$ cat config.mk
export PLATFORM = sky130hd
export DESIGN_NAME = apb4_mem_slave
export DESIGN_NICKNAME = d
export VERILOG_FILES = /design/src/rtl/apb4_mem_pkg.sv /design/src/rtl/apb4_mem_array.sv /design/src/rtl/apb4_mem_slave.sv
export SDC_FILE = /design/constraint.sdc
export NUM_CORES = 1
export LEC_CHECK = 0
export BUFFER_PORTS_ARGS = -buffer_cell sky130_fd_sc_hd__buf_4
export CAP_MARGIN = 30
export CORE_UTILIZATION = 30
export DETAILED_ROUTE_END_ITERATION = 10
export PLACE_DENSITY_LB_ADDON = 0.25
export SLEW_MARGIN = 10
export SYNTH_ARGS = -nofsm -noshare
export SYNTH_HDL_FRONTEND = slang
export SYNTH_SLANG_ARGS = --single-unit
$ cat constraint.sdc
create_clock -name PCLK -period 3.1 [get_ports PCLK]
set_clock_uncertainty 0.1 [all_clocks]
set_input_delay 0.155 -clock PCLK [delete_from_list [all_inputs] [get_ports PCLK]]
set_output_delay 0.155 -clock PCLK [all_outputs]
set_load 0.01 [all_outputs]
$ cat src/rtl/apb4_mem_pkg.sv
// Shared types and limits for the APB4 memory slave: FSM state and wait-count bounds.
// No logic, so no latency or backpressure.
package apb4_mem_pkg;

    localparam int WAIT_MAX = 15;
    localparam int CNT_W    = 4;

    typedef enum logic {
        IDLE   = 1'b0,
        ACCESS = 1'b1
    } state_t;

    // Word-address width for the storage array, never narrower than one bit.
    function automatic int addr_bits(input int n);
        return (n > 1) ? $clog2(n) : 1;
    endfunction

endpackage

$ cat src/rtl/apb4_mem_array.sv
// Word storage with per-word valid bits: byte-strobed synchronous write, asynchronous read.
// Write lands on the next PCLK edge; read is combinational; always accepts, no backpressure.
module apb4_mem_array #(
    parameter int DATA_W = 32,
    parameter int DEPTH  = 32,
    parameter int AW     = 5
) (
    input  logic                PCLK,
    input  logic                PRESETn,
    input  logic                we,
    input  logic [AW-1:0]       waddr,
    input  logic [DATA_W/8-1:0] wstrb,
    input  logic [DATA_W-1:0]   wdata,
    input  logic [AW-1:0]       raddr,
    output logic [DATA_W-1:0]   rdata,
    output logic                rvalid
);

    localparam int BYTES = DATA_W / 8;

    logic [DATA_W-1:0] mem [DEPTH];
    logic [DEPTH-1:0]  vld_q;

    // Data contents deliberately have no reset; only the valid bits are cleared.
    always_ff @(posedge PCLK) begin
        if (we) begin
            for (int b = 0; b < BYTES; b++) begin
                if (wstrb[b]) begin
                    mem[waddr][b*8 +: 8] <= wdata[b*8 +: 8];
                end
            end
        end
    end

    always_ff @(posedge PCLK or negedge PRESETn) begin
        if (!PRESETn) begin
            vld_q <= '0;
        end else if (we && (|wstrb)) begin
            vld_q[waddr] <= 1'b1;
        end
    end

    assign rdata  = mem[raddr];
    assign rvalid = vld_q[raddr];

endmodule

$ cat src/rtl/apb4_mem_slave.sv
// APB4 slave backed by a DEPTH-word memory, with WAIT_CYC wait states per transfer.
// Latency: PREADY after WAIT_CYC ACCESS cycles; backpressure is PREADY low while waiting.
module apb4_mem_slave
    import apb4_mem_pkg::*;
#(
    parameter int DATA_W   = 32,
    parameter int ADDR_W   = 32,
    parameter int DEPTH    = 32,
    parameter int WAIT_CYC = 1
) (
    input  logic                PCLK,
    input  logic                PRESETn,
    input  logic                PSEL,
    input  logic                PENABLE,
    input  logic                PWRITE,
    input  logic [ADDR_W-1:0]   PADDR,
    input  logic [DATA_W-1:0]   PWDATA,
    input  logic [DATA_W/8-1:0] PSTRB,
    output logic                PREADY,
    output logic [DATA_W-1:0]   PRDATA,
    output logic                PSLVERR
);

    localparam int BYTES = DATA_W / 8;
    localparam int OFS_W = $clog2(BYTES);
    localparam int AW    = addr_bits(DEPTH);

    localparam logic [CNT_W-1:0]  WAIT_LD   = (WAIT_CYC > WAIT_MAX) ? CNT_W'(WAIT_MAX)
                                                                    : CNT_W'(WAIT_CYC);
    localparam logic [ADDR_W:0]   DEPTH_EXT = (ADDR_W+1)'(DEPTH);
    localparam logic [ADDR_W-1:0] OFS_MASK  = ADDR_W'(BYTES - 1);

    state_t           state_q, state_d;
    logic [CNT_W-1:0] cnt_q, cnt_d;

    logic [ADDR_W-1:0] index;
    logic              out_of_range;
    logic              misalign;
    logic              err;
    logic              pready;
    logic              we;
    logic [DATA_W-1:0] rd_data;
    logic              rd_valid;

    // Range check runs on the full-width index so high addresses cannot alias low words.
    assign index        = PADDR >> OFS_W;
    assign out_of_range = ({1'b0, index} >= DEPTH_EXT);
    assign misalign     = ((PADDR & OFS_MASK) != '0);
    assign err          = out_of_range | misalign | (!PWRITE && !rd_valid);

    assign pready = (state_q == ACCESS) && (cnt_q == '0) && PSEL && PENABLE;
    assign we     = pready && PWRITE && !err;

    always_ff @(posedge PCLK or negedge PRESETn) begin
        if (!PRESETn) begin
            state_q <= IDLE;
            cnt_q   <= '0;
        end else begin
            state_q <= state_d;
            cnt_q   <= cnt_d;
        end
    end

    always_comb begin
        state_d = state_q;
        cnt_d   = cnt_q;
        case (state_q)
            IDLE: begin
                if (PSEL && !PENABLE) begin
                    state_d = ACCESS;
                    cnt_d   = WAIT_LD;
                end
            end
            ACCESS: begin
                // Dropping PSEL abandons the transfer; nothing is committed.
                if (!PSEL || pready) begin
                    state_d = IDLE;
                    cnt_d   = '0;
                end else if (cnt_q != '0) begin
                    cnt_d = cnt_q - 1'b1;
                end
            end
            default: begin
                state_d = IDLE;
                cnt_d   = '0;
            end
        endcase
    end

    apb4_mem_array #(
        .DATA_W (DATA_W),
        .DEPTH  (DEPTH),
        .AW     (AW)
    ) u_array (
        .PCLK    (PCLK),
        .PRESETn (PRESETn),
        .we      (we),
        .waddr   (index[AW-1:0]),
        .wstrb   (PSTRB),
        .wdata   (PWDATA),
        .raddr   (index[AW-1:0]),
        .rdata   (rd_data),
        .rvalid  (rd_valid)
    );

    assign PREADY  = pready;
    assign PRDATA  = (pready && !PWRITE && !err) ? rd_data : '0;
    assign PSLVERR = pready && err;

endmodule

### After elaboration in Yosys (flattened, before gate mapping)

Memory sizes are Yosys's and may differ from the RTL's.
Index checks and enable logic that the tools add are counted.

| storage, ports and cells | value |
|---|---|
| register bits | 37 |
| latch bits | 0 |
| bits in writable memories | 1024 |
| memory bits (read-only) | 0 |
| input bits | 73 |
| output and inout port bits | 34 |
| logic and storage cells | 61 |
| memories | 1 |

| cells by class | value |
|---|---|
| $add $sub $neg | 1 |
| $mul | 0 |
| divide/modulo/power cells | 0 |
| order comparisons | 3 |
| equality and inequality tests | 2 |
| shifts and indexed selects | 0 |
| muxes and demuxes | 24 |
| bitwise operators | 4 |
| reduce and logical (&&, ||, !) cells | 23 |

Memories:

| memory | depth | bits a word | read ports | clocked after Yosys merged registers in | write ports | line | source |
|---|---|---|---|---|---|---|---|
| u_array.mem | 32 | 32 | 1 | 0 | 1 | apb4_mem_array.sv:21 | `logic [DATA_W-1:0] mem [DEPTH];` |

Operators with widths:

| cell | count |
|---|---|
| 2-to-1 mux 32 bit | 1 |
| bitwise OR 32 bit | 1 |
| nonzero test 32 bit | 1 |
| greater-or-equal comparator 30 x 6 -> 1 bit (second input constant) | 1 |
| 2-to-1 mux 1 bit | 16 |
| logical AND 1 bit | 12 |
| 2-to-1 mux 4 bit | 3 |
| case mux 4 bit (2 select lines) | 1 |
| < comparator 5 x 6 -> 1 bit (second input constant) | 1 |
| binary-select mux 1 bit (select 5 bit) | 1 |
| demux 1 bit (select 5 bit) | 1 |
| greater-or-equal comparator 5 x 1 -> 1 bit (second input constant) | 1 |
| logical NOT 1 bit | 5 |
| logical NOT 4 bit | 1 |
| nonzero test 4 bit | 1 |
| OR reduction 4 bit | 1 |
| subtractor 4 x 1 -> 4 bit (second input constant) | 1 |
| != test 3 x 1 -> 1 bit (second input constant) | 1 |
| != test 2 bit (second input constant) | 1 |
| bitwise OR 1 bit | 2 |
| case mux 1 bit (2 select lines) | 1 |
| AND reduction 2 bit | 1 |
| logical OR 1 bit | 1 |
| NOT 1 bit | 1 |

### Logic depth before layout (Yosys ltp)

Gate-level depths: netlist (run 1).

| depth | value |
|---|---|
| depth after elaboration | 9 |
| gate-level depth with buffers | 9 |

### Cells and area by module

A second synthesis (run 1) with hierarchy kept.

| second synthesis, totals | value |
|---|---|
| cells, all modules | 2604 |
| area total of the unflattened synthesis | 42853.6 um^2 |

By module, submodules not included:

| module | instances | cells an instance | area an instance (um^2) | seq. area each (um^2) |
|---|---|---|---|---|
| apb4_mem_array | 1 | 2481 | 41800.1 | 31550.3 |
| apb4_mem_slave | 1 | 123 | 1053.5 | 125.1 |

### Least setup slack after synthesis (run 1)

No wires, ideal clock.

| path | value |
|---|---|
| kind | register to register |
| from | register cnt_q[0] |
| to | memory u_array.mem[10][0], enable pin |
| library setup time | 0.370 ns |
| data arrival time | 2.343 ns |
| data required time | 2.630 ns |
| setup slack | 0.287 ns |
| stages on the path, launching flop included | 9 |
| path buffers | 1 |
| cell sequence | dfrtp_1 -> inv_1 -> ha_1 -> or3b_4 -> or2_4 -> nor4_4 -> nand2_1 -> buf_2 -> nor2_1 |

| between the ends | value |
|---|---|
| longest elaborated chain between the ends | 8 |

RTL lines:

| what | line | source |
|---|---|---|
| from (decl) | apb4_mem_slave.sv:34 | `logic [CNT_W-1:0] cnt_q, cnt_d;` |
| from (signal assigned) | apb4_mem_slave.sv:60 | `cnt_q <= cnt_d;` |
| logical NOT 4 bit | apb4_mem_slave.sv:51 | `assign pready = (state_q == ACCESS) && (cnt_q == '0) && PSEL && PENABLE;` |
| logical AND 1 bit (3 in series) | apb4_mem_slave.sv:51 |  |
| logical AND 1 bit (2 in series) | apb4_mem_slave.sv:52 | `assign we = pready && PWRITE && !err;` |
| 2-to-1 mux 1 bit | apb4_mem_array.sv:26 | `if (we) begin` |
| 2-to-1 mux 1 bit (implied by the code) | apb4_mem_array.sv:29 | `mem[waddr][b*8 +: 8] <= wdata[b*8 +: 8];` |
| to (decl) | apb4_mem_array.sv:21 |  |

Every way passes these cells.

### Final worst setup path (run 1)

| path | value |
|---|---|
| from | register cnt_q[0] |
| to | output PRDATA[25] |

| between the ends | value |
|---|---|
| longest elaborated chain between the ends | 7 |

RTL lines:

| what | line | source |
|---|---|---|
| logical NOT 4 bit | apb4_mem_slave.sv:51 |  |
| logical AND 1 bit (3 in series) | apb4_mem_slave.sv:51 |  |
| logical AND 1 bit (2 in series) | apb4_mem_slave.sv:107 | `assign PRDATA = (pready && !PWRITE && !err) ? rd_data : '0;` |
| 2-to-1 mux 32 bit | apb4_mem_slave.sv:107 |  |
| to (decl) | apb4_mem_slave.sv:20 | `output logic [DATA_W-1:0] PRDATA,` |

Every way passes these cells.

==> results of run 1 <==
[tightest hold or removal path, cell delays in order]
cell,delay [ns]
dlygate4sd3_1,0.52
buf_4,0.12
o2bb2ai_1,0.11
[cell type report]
type | instances | area share [%]
multi-input combinational | 1141 | 19.39
clock inverter | 72 | 1.355
timing repair buffer | 451 | 8.000
clock buffer | 117 | 5.300
tap | 1876 | 4.547
inverter | 7 | 0.05574
sequential | 1061 | 61.35
[cells in the mapped netlist, drive strengths merged (2+ instances only)]
library cell / number
a2111oi: 2
a211oi: 2
a21oi: 6
a221oi: 120
a22o: 70
a22oi: 11
and4b: 5
buf: 96
clkbuf: 52
dfrtp: 37
edfxtp: 1024
inv: 7
mux2: 109
mux2i: 414
nand2: 41
nand3: 13
nand4: 31
nand4b: 3
nor2: 140
nor2b: 6
nor3: 34
nor3b: 5
nor4: 12
nor4b: 4
nor4bb: 5
o21ai: 3
o21bai: 32
o22ai: 44
o2bb2ai: 10
or4: 2
[through the flow]
| step | hold slack [ns] | power, W | TNS (ns) |
|---|---|---|---|
| 2_1_floorplan | -0.2406 | 0.01677 | 0 |
| 3_3_place_gp | 0.04379 | 0.01750 | 0 |
| 3_5_place_dp | 0.05601 | 0.01752 | 0 |
| 4_1_cts | 0.01912 | 0.03033 | -0.8323 |
| 5_1_grt | 0.1936 | 0.03092 | -2.667 |
| 6_report | 0.1729 | 0.03012 | -0.2469 |
[per-layer routing]
layer  GRT usage [%]  vias up  routed length (µm)
li1                -    10360                   -
met1           24.08    12510               55310
met2           29.95      831               62600
met3           2.715      165                7404
met4           4.671        2                3088
met5               0        -                   8
[power by group through the flow]
stage / registers, W / logic [W] / clock network (W)
2_1_floorplan: 0.0160 / 0.000727 / 0
3_3_place_gp: 0.0160 / 0.00147 / 0
3_5_place_dp: 0.0160 / 0.00148 / 0
4_1_cts: 0.0157 / 0.00163 / 0.0130
5_1_grt: 0.0157 / 0.00172 / 0.0135
6_report: 0.0157 / 0.00164 / 0.0127
[worst max-delay path by stage]
stage | start | endpoint | slack, ns
2_1_floorplan | cnt_q[0] | u_array.mem[10][0] | 0.29
3_3_place_gp | cnt_q[0] | u_array.mem[29][31] | 0.10
3_5_place_dp | PADDR[2] | PRDATA[19] | 0.08
4_1_cts | cnt_q[0] | PRDATA[3] | -0.08
5_1_grt | cnt_q[0] | PRDATA[25] | -0.16
6_report | cnt_q[0] | PRDATA[25] | -0.05
[registers in the layout, summed over array words and instances, names as in the netlist]
name	flops
u_array.mem	1024
u_array.vld_q	32
cnt_q	4
state_q	1
[cells by family (layout without fill, tap and decap cells)]
logic type	Yosys count	in the layout	synth area share [%]
fa+ha+maj	1	1	0.02973
buf+inv	155	647	2.200
mux	524	524	12.82
compound gates	308	308	5.977
simple gates	308	308	3.699
flops	1061	1061	75.28
[timing repair]
action,CTS,global route
buffers inserted,8,2
cloned,5,0
setup endpoints to repair,33,80
resized for setup,100,30
hold buffers,43,1
endpoints found under the hold margin,1096,19
pin swaps,31,7
==> metrics, run 1 <==
area of the multi-input gates=10010 µm²; R2R depth=11; final std cells w/o fill=4725; Area Growth Syn to Fin=22.69%; Arrival @ worst endpoint=2.90 ns; Post-synth ARST share=3.487%; Root Driver=clkbuf_16; Worst Setup End Kind=output pin; crit-path max cell delay=0.42 ns; initial core utilization=30.19%; clock net sink count=1061; Slew @ Worst Pin=0.9517 ns; area leader, netlist=edfxtp_1; worst flop-to-flop path startpoint=cnt_q[0]; unrepaired setup endpoints after global routing=true; Worst-path clk slew=0.06 ns; Crit path depth=11; critical path peak fanout=8; wire per inst=27.18 µm; via count=23870; number of H-tree levels=3; status=complete, but fails checks; fill cell count=12880; Final Wtd Congestion=0.8694; Cell Rows=137; full die area=141800 µm²; Worst R2R End=u_array.mem[20][23]; peak supply drop=0.3990 mV; failing checks=setup timing; clock share of power=42.3%; share of cells above drive strength 1=25.97%; Core Util, Final=37.05%; Detail Route Antenna Nets=0; worst rel slew slack=36.55%; vias in the first global route=24330; final setup violation count=11; Die Y=376.5 µm; CP max stage cell=dfrtp_1; hold depth=3; Crit path max-delay family=simple AND/OR/NAND/NOR gates; fin. max-slew vios=0; clk buf depth=3; Hold EP=cnt_q[0]; yosys warns=0; Inst Count DP=4490; DR DRC count=0; ant diodes=0; Syn Nets=2431; sequential standard cell area=31680 µm²; Port Buf Inserts=106; sequential fraction of the synthesis area=75.28%; final hold vios=0; Initial DRC Count=2452; Worst R2R Setup Slack=0.12 ns; Yosys cell types=55; share of total power in combinational logic=5.4%; Num CTS Buffers=105; first-pass GRT wire length=181.6 mm; Synth top area share=73.08%; switching portion of total power=21.25%; drt total wl=128.4 mm; Tmin final=3.152 ns; CP cell instances=inv_2 > ha_4 > or3b_4 > or2_4 > inv_4 > nand3_4 > buf_12 > buf_16 > nor3_2 > buf_4 > buf_4; kind of critical path=flip-flop to output pin; initial antenna violation count=2; crit share post-route=101.7%; Max Cap Viol=0; # IOs=107; Post-Synthesis Cells=2357; vias per cell=5.052; P_sw=0.006401 W; die width=376.5 µm; fin nets=2841; EDFF count, synth=1024; commonest non-fill, non-tap cell in the layout=edfxtp_1; post-synth design cell area=42080 µm²; highest-count cells in the layout ignoring fill and taps=1024 x edfxtp_1, 414 x mux2i_1, 329 x buf_4, 138 x nor2_1, 120 x a221oi_1; setup ws final=-0.05226 ns; latest clock arrival within the worst-skew pair=0.67 ns; most numerous cell on the critical path=buf_4; global route overflow=0; FMAX=317.2 MHz; Mean Syn Cell Area=17.85 µm²; Internal Power=0.02372 W; HP Start=PSEL; Power Dens Cells=583.4 nW/µm²; sequential power share=52.2%; TritonCTS clock tree=done; HP Class=input port to flip-flop; CORE AREA=139400 µm²; 1st-pass router iterations=7; register bit count reported by yosys=1061; LEAKAGE=17.88 nW; Main synth FF type=edfxtp_1; pre-CTS WS=0.08491 ns; DPL Wire Length=83.68 mm; placed cell areas=47020 µm²; Total GRT Usage=17.86%; post-route cell area=51630 µm²; critical path data required time=2.84 ns; WP buf/inv=6; pin count of the biggest net entering global routing=51; largest cells by area after synthesis=edfxtp_1 73%, mux2i_1 9.8%, mux2_2 2.9%; Setup crit start kind=flip-flop
Power figures use the tool's default switching activity.
==> inputs of run 2 (changes only) <==
- SETUP_SLACK_MARGIN: not set -> 0.1
==> metrics, run 2 (synthesized netlist as in run 1, its figures left out) <==
Initial DRC Count=2494 (+1.7%); final setup violation count=19 (+8); clk buf depth=3 (unchanged); clock net sink count=1061 (unchanged); status=complete, but fails checks; number of H-tree levels=3 (unchanged); drt total wl=131.1 mm (+2.1%); Slew @ Worst Pin=0.9697 ns (+0.01801 ns); latest clock arrival within the worst-skew pair=0.67 ns (about the same); wire per inst=27.63 µm (+1.7%); fill cell count=12830 (-0.42%); Cell Rows=137 (unchanged); failing checks=setup timing; highest-count cells in the layout ignoring fill and taps=1024 x edfxtp_1, 414 x mux2i_1, 323 x buf_4, 122 x nor2_1, 120 x a221oi_1; first-pass GRT wire length=181.7 mm (about the same); Biggest register=u_array.mem; pin count of the biggest net entering global routing=51 (unchanged); DPL Wire Length=83.68 mm (unchanged); Min Hold Slack=0.07647 ns (-0.09643 ns); DR DRC count=0 (unchanged); Root Driver=clkbuf_16; initial core utilization=30.19% (unchanged); peak supply drop=0.4026 mV (+0.92%); CORE AREA=139400 µm² (unchanged); TritonCTS clock tree=done; Port Buf Inserts=106 (unchanged); setup ws final=-0.06430 ns (-0.01205 ns); Tmin final=3.164 ns (+0.01205 ns); commonest non-fill, non-tap cell in the layout=edfxtp_1; final std cells w/o fill=4745 (+0.42%); Inst Count DP=4490 (unchanged); Worst R2R Setup Slack=0.21 ns (+0.09 ns); Core Util, Final=37.41% (+0.36 points); LEAKAGE=18.07 nW (+1.1%); Hold EP=u_array.vld_q[4]; Total GRT Usage=17.86% (about the same); via count=24080 (+0.86%); initial antenna violation count=2 (unchanged); Setup crit start kind=flip-flop; 1st-pass router iterations=6 (-1); Area Growth Syn to Fin=23.89%; FMAX=316.0 MHz (-0.38%); critical path peak fanout=8 (unchanged); R2R depth=11 (unchanged); final hold vios=0 (unchanged); die width=376.5 µm (unchanged); area of the multi-input gates=10170 µm² (+1.7%); Worst Setup End Kind=output pin; critical path data required time=2.84 ns (about the same); sequential standard cell area=31680 µm² (unchanged); Top Registers=u_array.mem x1024, u_array.vld_q x32, cnt_q x4; Final Wtd Congestion=0.8694 (unchanged); worst flop-to-flop path startpoint=cnt_q[0]; kind of critical path=flip-flop to output pin; fin nets=2861 (+0.70%); Power Dens Cells=578.0 nW/µm² (-0.92%); share of cells above drive strength 1=27.33% (+1.4 points); full die area=141800 µm² (unchanged); ant diodes=0 (unchanged); Worst Setup SP=cnt_q[0]; HP Start=PSTRB[1]; global route overflow=0 (unchanged); Max Cap Viol=0 (unchanged); HP Class=input port to flip-flop; pre-CTS WS=0.08491 ns (unchanged); Worst R2R End=u_array.mem[12][25]; max reg flops=1024 (unchanged); # IOs=107 (unchanged); fin. max-slew vios=0 (unchanged); vias in the first global route=24440 (+0.46%); Worst-path clk slew=0.06 ns (about the same); crit share post-route=102.1% (+0.39 points); unrepaired setup endpoints after global routing=true; worst rel slew slack=35.35% (-1.2 points); Die Y=376.5 µm (unchanged); Detail Route Antenna Nets=0 (unchanged); vias per cell=5.074 (+0.43%); Arrival @ worst endpoint=2.91 ns (about the same); hold depth=4 (+1); Num CTS Buffers=105 (unchanged)
## run 2: cell types whose count changed in the layout (fill, tap and decap cells not counted)
cell,delta
a21oi_1,-1
a21oi_2,+1
buf_4,-6
buf_6,+22
buf_8,+1
clkbuf_16,+6
dlygate4sd3_1,-3
nand2_1,-4
nand2_4,+1
nand2_8,+3
nor2_1,-16
nor2_2,+3
nor2_4,+13
## run 2: how the worst max path moves through the flow
stage / end / slack (ns) / depth (start not counted)
2_1_floorplan: u_array.mem[10][0] / 0.29 / 8
3_5_place_dp: PRDATA[19] / 0.08 / 10
6_report: PRDATA[19] / -0.06 / 11
4_1_cts: PRDATA[3] / -0.08 / 11
5_1_grt: PRDATA[25] / -0.16 / 11
3_3_place_gp: u_array.mem[29][31] / 0.10 / 10
## run 2: worst max-delay path: stages, from the launching register on
cell	delay [ns]
dfrtp_1	0.42
inv_2	0.09
ha_4	0.12
or3b_4	0.37
or2_4	0.25
inv_4	0.06
nand3_4	0.07
buf_12	0.17
buf_16	0.19
nor3_4	0.21
buf_6	0.15
buf_6	0.10
## run 2: per-stage QoR
step | setup TNS (ns) | total power (W) | area (µm²)
6_report | -0.4114 | 0.03013 | 52130
5_1_grt | -3.457 | 0.03093 | 52130
4_1_cts | -1.149 | 0.03033 | 51630
3_5_place_dp | 0 | 0.01752 | 47020
3_3_place_gp | 0 | 0.01750 | 47020
2_1_floorplan | 0 | 0.01677 | 42080
## run 2: report_power, final
part / internal [W] / total, W / switching, W / leakage (nW)
logic: 0.000598 / 0.00165 / 0.00105 / 6.67
clock network: 0.00740 / 0.0127 / 0.00534 / 1.69
registers: 0.0157 / 0.0157 / 0.0000167 / 9.71
## run 2: timing repair
item / 4_1_cts / 5_1_grt
cloned: 5 / 10
endpoints found under the hold margin: 1096 / 0
setup buffers: 9 / 1
hold buffers: 41 / 0
pin swaps: 33 / 5
setup endpoints to repair: 40 / 1024
gates resized for setup: 118 / 73
## run 2: cell type report
type / count / area share, %
repair buffers: 471 / 8.571
well taps: 1876 / 4.503
clock buffers: 117 / 5.249
inverters: 7 / 0.05520
multi-input cells: 1141 / 19.52
clock inverters: 72 / 1.342
flip-flops and latches: 1061 / 60.76
## run 2: routing by layer
metal	vias to the layer above	part of all wire (%)	GRT usage [%]	wire length (µm)
met5	-	0.0061	0	8
met4	2	2.7	4.970	3495
met3	186	6.1	2.793	8029
met2	899	49	29.84	63840
met1	12600	43	24.01	55720
li1	10390	-	-	-
